`src/rtl/regfile_pkg.sv`:
```
// Shared types and constants for the multi-port register file and its scoreboard.
package regfile_pkg;

    localparam int REGFILE_DATA_W = 32;
    localparam int REGFILE_DEPTH  = 32;
    localparam int REGFILE_AW     = $clog2(REGFILE_DEPTH);

    typedef logic [REGFILE_AW-1:0]     reg_addr_t;
    typedef logic [REGFILE_DATA_W-1:0] reg_data_t;

    localparam reg_addr_t ZERO_REG = '0;

endpackage

```
`src/rtl/regfile_scoreboard.sv`:
```
// Per-register busy bits: reserve at issue, release on writeback, clear on flush.
// With REGFILE_BYPASS_EN, rd_busy reports the post-write busy state of a register being written this cycle.
module regfile_scoreboard
    import regfile_pkg::*;
#(
    parameter int DEPTH  = REGFILE_DEPTH,
    parameter int NUM_RD = 2,
    parameter int NUM_WR = 2,
    parameter int AW     = $clog2(DEPTH)
) (
    input  logic                 clk,
    input  logic                 rst_n,
    input  logic [NUM_RD*AW-1:0] rd_addr,
    output logic [NUM_RD-1:0]    rd_busy,
    input  logic [NUM_WR-1:0]    wr_en,
    input  logic [NUM_WR*AW-1:0] wr_addr,
    input  logic                 rsv_en,
    input  logic [AW-1:0]        rsv_addr,
    output logic                 rsv_ready,
    input  logic                 flush
);

    logic [DEPTH-1:0] busy_q;
    logic [DEPTH-1:0] busy_d;

    // Reserve handshake: a reservation is taken only on a cycle where rsv_en && rsv_ready;
    // with rsv_en && !rsv_ready nothing changes and the issuer must hold and retry.
    assign rsv_ready = ~busy_q[rsv_addr];

    always_comb begin
        busy_d = busy_q;
        for (int w = 0; w < NUM_WR; w++) begin
            if (wr_en[w] && (wr_addr[w*AW +: AW] != AW'(ZERO_REG))) begin
                busy_d[wr_addr[w*AW +: AW]] = 1'b0;
            end
        end
        // A reserve is applied after the release so the new producer wins on a same-reg collision.
        if (flush) begin
            busy_d = '0;
        end else if (rsv_en && rsv_ready && (rsv_addr != AW'(ZERO_REG))) begin
            busy_d[rsv_addr] = 1'b1;
        end
    end

    always_ff @(posedge clk) begin
        if (!rst_n) begin
            busy_q <= '0;
        end else begin
            busy_q <= busy_d;
        end
    end

    for (genvar p = 0; p < NUM_RD; p++) begin : g_rd
        logic [AW-1:0] ra;
        logic          b;
        assign ra = rd_addr[p*AW +: AW];
        always_comb begin
            b = busy_q[ra];
`ifdef REGFILE_BYPASS_EN
            for (int w = 0; w < NUM_WR; w++) begin
                if (wr_en[w] && (wr_addr[w*AW +: AW] == ra) && (ra != AW'(ZERO_REG))) begin
                    b = 1'b0;
                end
            end
`endif
        end
        assign rd_busy[p] = b;
    end

endmodule

```
`src/rtl/regfile_mp_sb.sv`:
```
// Multi-port GPR file with register 0 hardwired to zero and an in-flight producer scoreboard.
// Define REGFILE_BYPASS_EN to forward same-cycle write data to the read ports.
module regfile_mp_sb
    import regfile_pkg::*;
#(
    parameter int DATA_W = REGFILE_DATA_W,
    parameter int DEPTH  = REGFILE_DEPTH,
    parameter int NUM_RD = 2,
    parameter int NUM_WR = 2
) (
    input  logic                          clk,
    input  logic                          rst_n,
    input  logic [NUM_RD*$clog2(DEPTH)-1:0] rd_addr,
    output logic [NUM_RD*DATA_W-1:0]      rd_data,
    output logic [NUM_RD-1:0]             rd_busy,
    input  logic [NUM_WR-1:0]             wr_en,
    input  logic [NUM_WR*$clog2(DEPTH)-1:0] wr_addr,
    input  logic [NUM_WR*DATA_W-1:0]      wr_data,
    input  logic                          rsv_en,
    input  logic [$clog2(DEPTH)-1:0]      rsv_addr,
    output logic                          rsv_ready,
    input  logic                          flush
);

    localparam int AW = $clog2(DEPTH);

    logic [DATA_W-1:0] mem_q [DEPTH];
    logic [DATA_W-1:0] mem_d [DEPTH];

    // Ports are applied in index order so the highest-index port wins a same-address collision.
    always_comb begin
        mem_d = mem_q;
        for (int w = 0; w < NUM_WR; w++) begin
            if (wr_en[w] && (wr_addr[w*AW +: AW] != AW'(ZERO_REG))) begin
                mem_d[wr_addr[w*AW +: AW]] = wr_data[w*DATA_W +: DATA_W];
            end
        end
        mem_d[0] = '0;
    end

    always_ff @(posedge clk) begin
        if (!rst_n) begin
            mem_q <= '{default: '0};
        end else begin
            mem_q <= mem_d;
        end
    end

    for (genvar p = 0; p < NUM_RD; p++) begin : g_rd
        logic [AW-1:0]     ra;
        logic [DATA_W-1:0] rv;
        assign ra = rd_addr[p*AW +: AW];
        always_comb begin
            rv = mem_q[ra];
`ifdef REGFILE_BYPASS_EN
            for (int w = 0; w < NUM_WR; w++) begin
                if (wr_en[w] && (wr_addr[w*AW +: AW] == ra) && (ra != AW'(ZERO_REG))) begin
                    rv = wr_data[w*DATA_W +: DATA_W];
                end
            end
`endif
        end
        assign rd_data[p*DATA_W +: DATA_W] = rv;
    end

    regfile_scoreboard #(
        .DEPTH  (DEPTH),
        .NUM_RD (NUM_RD),
        .NUM_WR (NUM_WR),
        .AW     (AW)
    ) u_sb (
        .clk       (clk),
        .rst_n     (rst_n),
        .rd_addr   (rd_addr),
        .rd_busy   (rd_busy),
        .wr_en     (wr_en),
        .wr_addr   (wr_addr),
        .rsv_en    (rsv_en),
        .rsv_addr  (rsv_addr),
        .rsv_ready (rsv_ready),
        .flush     (flush)
    );

endmodule

```
`config.mk`:
```
export PLATFORM = sky130hd
export DESIGN_NAME = regfile_mp_sb
export DESIGN_NICKNAME = d
export VERILOG_FILES = /design/src/rtl/regfile_pkg.sv /design/src/rtl/regfile_scoreboard.sv /design/src/rtl/regfile_mp_sb.sv
export SDC_FILE = /design/constraint.sdc
export NUM_CORES = 2
export LEC_CHECK = 0
export ABC_CLOCK_PERIOD_IN_PS = 5400
export BUFFER_PORTS_ARGS = -buffer_cell sky130_fd_sc_hd__buf_4
export CORE_AREA = 2 2 463 235
export DETAILED_ROUTE_END_ITERATION = 7
export DIE_AREA = 0 0 465 237
export PLACE_DENSITY_LB_ADDON = 0.12
export SYNTH_ARGS = -nofsm -noshare
export SYNTH_HDL_FRONTEND = slang
export SYNTH_HIERARCHICAL = 1
export SYNTH_SLANG_ARGS = --single-unit
```
`constraint.sdc`:
```
create_clock -name clk -period 5.4 [get_ports clk]
set_input_delay 0.27 -clock clk [delete_from_list [all_inputs] [get_ports clk]]
set_output_delay 0.27 -clock clk [all_outputs]
set_load 0.1 [all_outputs]
```
==> impl_metrics.toml <==
[synth]
syn_nets = 7137
synth_area_leaders = "dfxtp_1 32%, mux4_2 14%, mux2i_1 9.2%"
synthMuxAreaShare_pct = 24.95
synth_edf_count = 0
synth_simple_gate_area_share_pct = 13.67
yosys_warnings = 6
synth_compound_area_share_pct = 22.18
synth-async-reset-ratio_pct = 0
synth_ff_type = "dfxtp_1"
yosysTopAreaCellShare_pct = 32.36
synthAdderAreaFrac_pct = 0
synth_area_um2 = 63340
synth_area_per_cell_um2 = 8.995
yosys.area.top_type = "dfxtp_1"
synth_cell_types = 59
ys_ff_latch = 1024
synth_xor_area_share_pct = 0
synth_top_family_by_area = "multiplexers"
synth_cells = 7042
seq_area_frac_synth_pct = 32.36
synth_common_cells = "1024 x dfxtp_1, 1019 x nor2_1, 672 x clkbuf_1"
post-synth-top-count-cell = "dfxtp_1"

[power_and_ir_drop]
p_leak_nw = 23.54
clkPwrFrac_pct = 41.7
switchingPower_mw = 5.256
pwr_density_cell_nw_per_um2 = 262.2
p_seq_share_pct = 44.4
intPower_mw = 12.33
p_total_mw = 17.59
swShare_pct = 29.89
pwr-share-comb_pct = 13.8
ir_worst_vdd_uv = 316.6

[clock_network]
h-tree-depth = 3
post-cts-setup-buffer-count = 0
numCtsBuffers = 95
path_clk_slew_ns = 0.08
holdBufCountCts = 14
clock_path_buffers = 3
cts_resized = 0
clock_sinks = 1024
insertion_delay_ns = 0.73
cts_root_buffer = "clkbuf_16"
cts_tree = "yes"

[global_route]
grt_use_total_pct = 48.91
antenna_found_initial = 28
grt_pass1_vias = 58670
globalRouteOverflowTotal = 0
grt_max_degree = 209
grt_pass1_wl_mm = 402.3

[flow_run]
maxCapViolations = 0

[finish]
area_delta_synth_final_pct = 5.892
drive_gt1_share_pct = 15.60
nFillCells = 8796
nNetsFinal = 6583

[sta]
fin_crit_sh_pct = 79.46
fin_hold_ws_ns = 0.04588
rsz0062_at_grt = "false"
max-slew-margin-rel_pct = 4.316
max_freq_ghz = 0.2331
setup_viol = 0
worst_pin_slew_ns = 1.430
slew_viol_final = 0
min_period_ns = 4.291
fin_tns_setup_ns = 0
finClkSkew_ns = 0.007609
hold_viol = 0

[detailed_routing]
wl_per_cell_um = 34.81
drc = 1
postRouteAntennaNets = 0
drtIter0Drc = 11910
via_count = 63160
first_pass_iters = 8
wl_mm = 279.3
vias_per_cell = 7.872

[placement]
gp_congestion = 1.007
hpwl_mm = 160.1
io_buffers = 161

[die]
start_util_pct = 59.50
rows = 85
die-area_um2 = 110200
die-height_um = 237
core_area_um2 = 106500
io-pin-count = 162
die_w_um = 465

[setup_path]
r2r_setup_slack_ns = 2.58
worst-path-max-fanout = 75
start_kind = "input pin"
required_ns = 5.13
arrival_ns = 4.02
critPathKind = "input pin to output port"
end_kind = "output port"

[outcome]
violations = "design-rule violations"
status = "finished, violations left"

[hold_path]
hold_path_class = "input pin to flop"
==> registers in the layout, indices dropped and copies added (netlist names) <==
register and flops:
mem_q 992, u_sb/busy_q 32
==> metrics by stage <==
step                      area [µm²]  setup slack [ns]  utilization (%)  cells
after floorplan                63340             1.526                -   7042
after global placement         63670             1.504            59.81   7812
after detailed placement       63670             1.483            59.81   7812
after CTS                      67010             1.487            62.95   7999
after global routing           67050             1.153            62.98   8013
final                          67070             1.109            63.00   8023
==> routing by layer <==
| layer | track usage, % | wire, µm | up-vias |
|---|---|---|---|
| li1 | - | - | 25510 |
| met1 | 65.97 | 102500 | 30460 |
| met2 | 62.09 | 104100 | 6005 |
| met3 | 28.59 | 58610 | 1164 |
| met4 | 20.92 | 13960 | 12 |
| met5 | 0.4329 | 115 | - |
==> logic make-up after synthesis <==
kind of cell	count (synthesis)
buffers and inverters	980
muxes	1058
and+or+nand+nor	2087
DFF	1024
AOI/OAI and AO/OA	1893
==> cell type report <==
| type | instances | area [µm²] | share of cell area (%) |
|---|---|---|---|
| Inverter | 11 | 48.80 | 0.07275 |
| Sequential cell | 1024 | 20500 | 30.56 |
| Clock inverter | 34 | 424.2 | 0.6324 |
| Timing Repair Buffer | 318 | 2603 | 3.880 |
| Multi-Input combinational cell | 5038 | 38870 | 57.95 |
| Clock buffer | 139 | 2774 | 4.136 |
| Tap cell | 1435 | 1795 | 2.677 |
| Antenna cell | 24 | 60.06 | 0.08954 |
==> power by group through the flow <==
stage	clock network (mW)	registers (mW)	logic, mW
4_1_cts	7.26	7.80	2.28
6_report	7.34	7.81	2.43
2_1_floorplan	0	7.93	1.53
5_1_grt	7.54	7.82	2.43
3_3_place_gp	0	7.97	2.25
3_5_place_dp	0	7.97	2.27
==> layout by cell type (no fill, tap or decap), drive strengths merged, types with 4 or more instances in the layout <==
| master | count |
|---|---|
| nor2 | 1025 |
| dfxtp | 1024 |
| nand2 | 668 |
| a311oi | 608 |
| mux2i | 582 |
| o21ai | 457 |
| a211oi | 448 |
| mux4 | 409 |
| buf | 304 |
| nand3 | 251 |
| a22o | 193 |
| clkbuf | 139 |
| o31ai | 73 |
| o22ai | 71 |
| and2 | 69 |
| mux2 | 67 |
| a22oi | 26 |
| diode | 24 |
| clkinv | 21 |
| nor2b | 20 |
| dlygate4sd3 | 14 |
| inv | 14 |
| nand2b | 10 |
| bufinv | 9 |
| o41ai | 9 |
| or3 | 7 |
| nor4bb | 4 |
| nand4b | 4 |
==> worst max-delay path, cell delays in order <==
cell and delay, ns:
buf_8 0.67, buf_4 0.50, mux4_2 0.56, a22o_1 0.24
o21ai_1 1.04, o31ai_1 0.24, buf_4 0.32
==> worst paths after layout <==
kind	start	cells past startpoint	to
worst max-delay path	rd_addr[5]	7	rd_data[40]
worst min-delay path	wr_data[22]	3	mem_q[598]$_SDFF_PN0_
worst max register to register	u_sb/busy_q[3]$_SDFF_PP0_	6	u_sb/busy_q[8]$_SDFF_PP0_
worst min register to register	mem_q[878]$_SDFF_PN0_	2	mem_q[878]$_SDFF_PN0_
(Power assumes the default switching activity.)
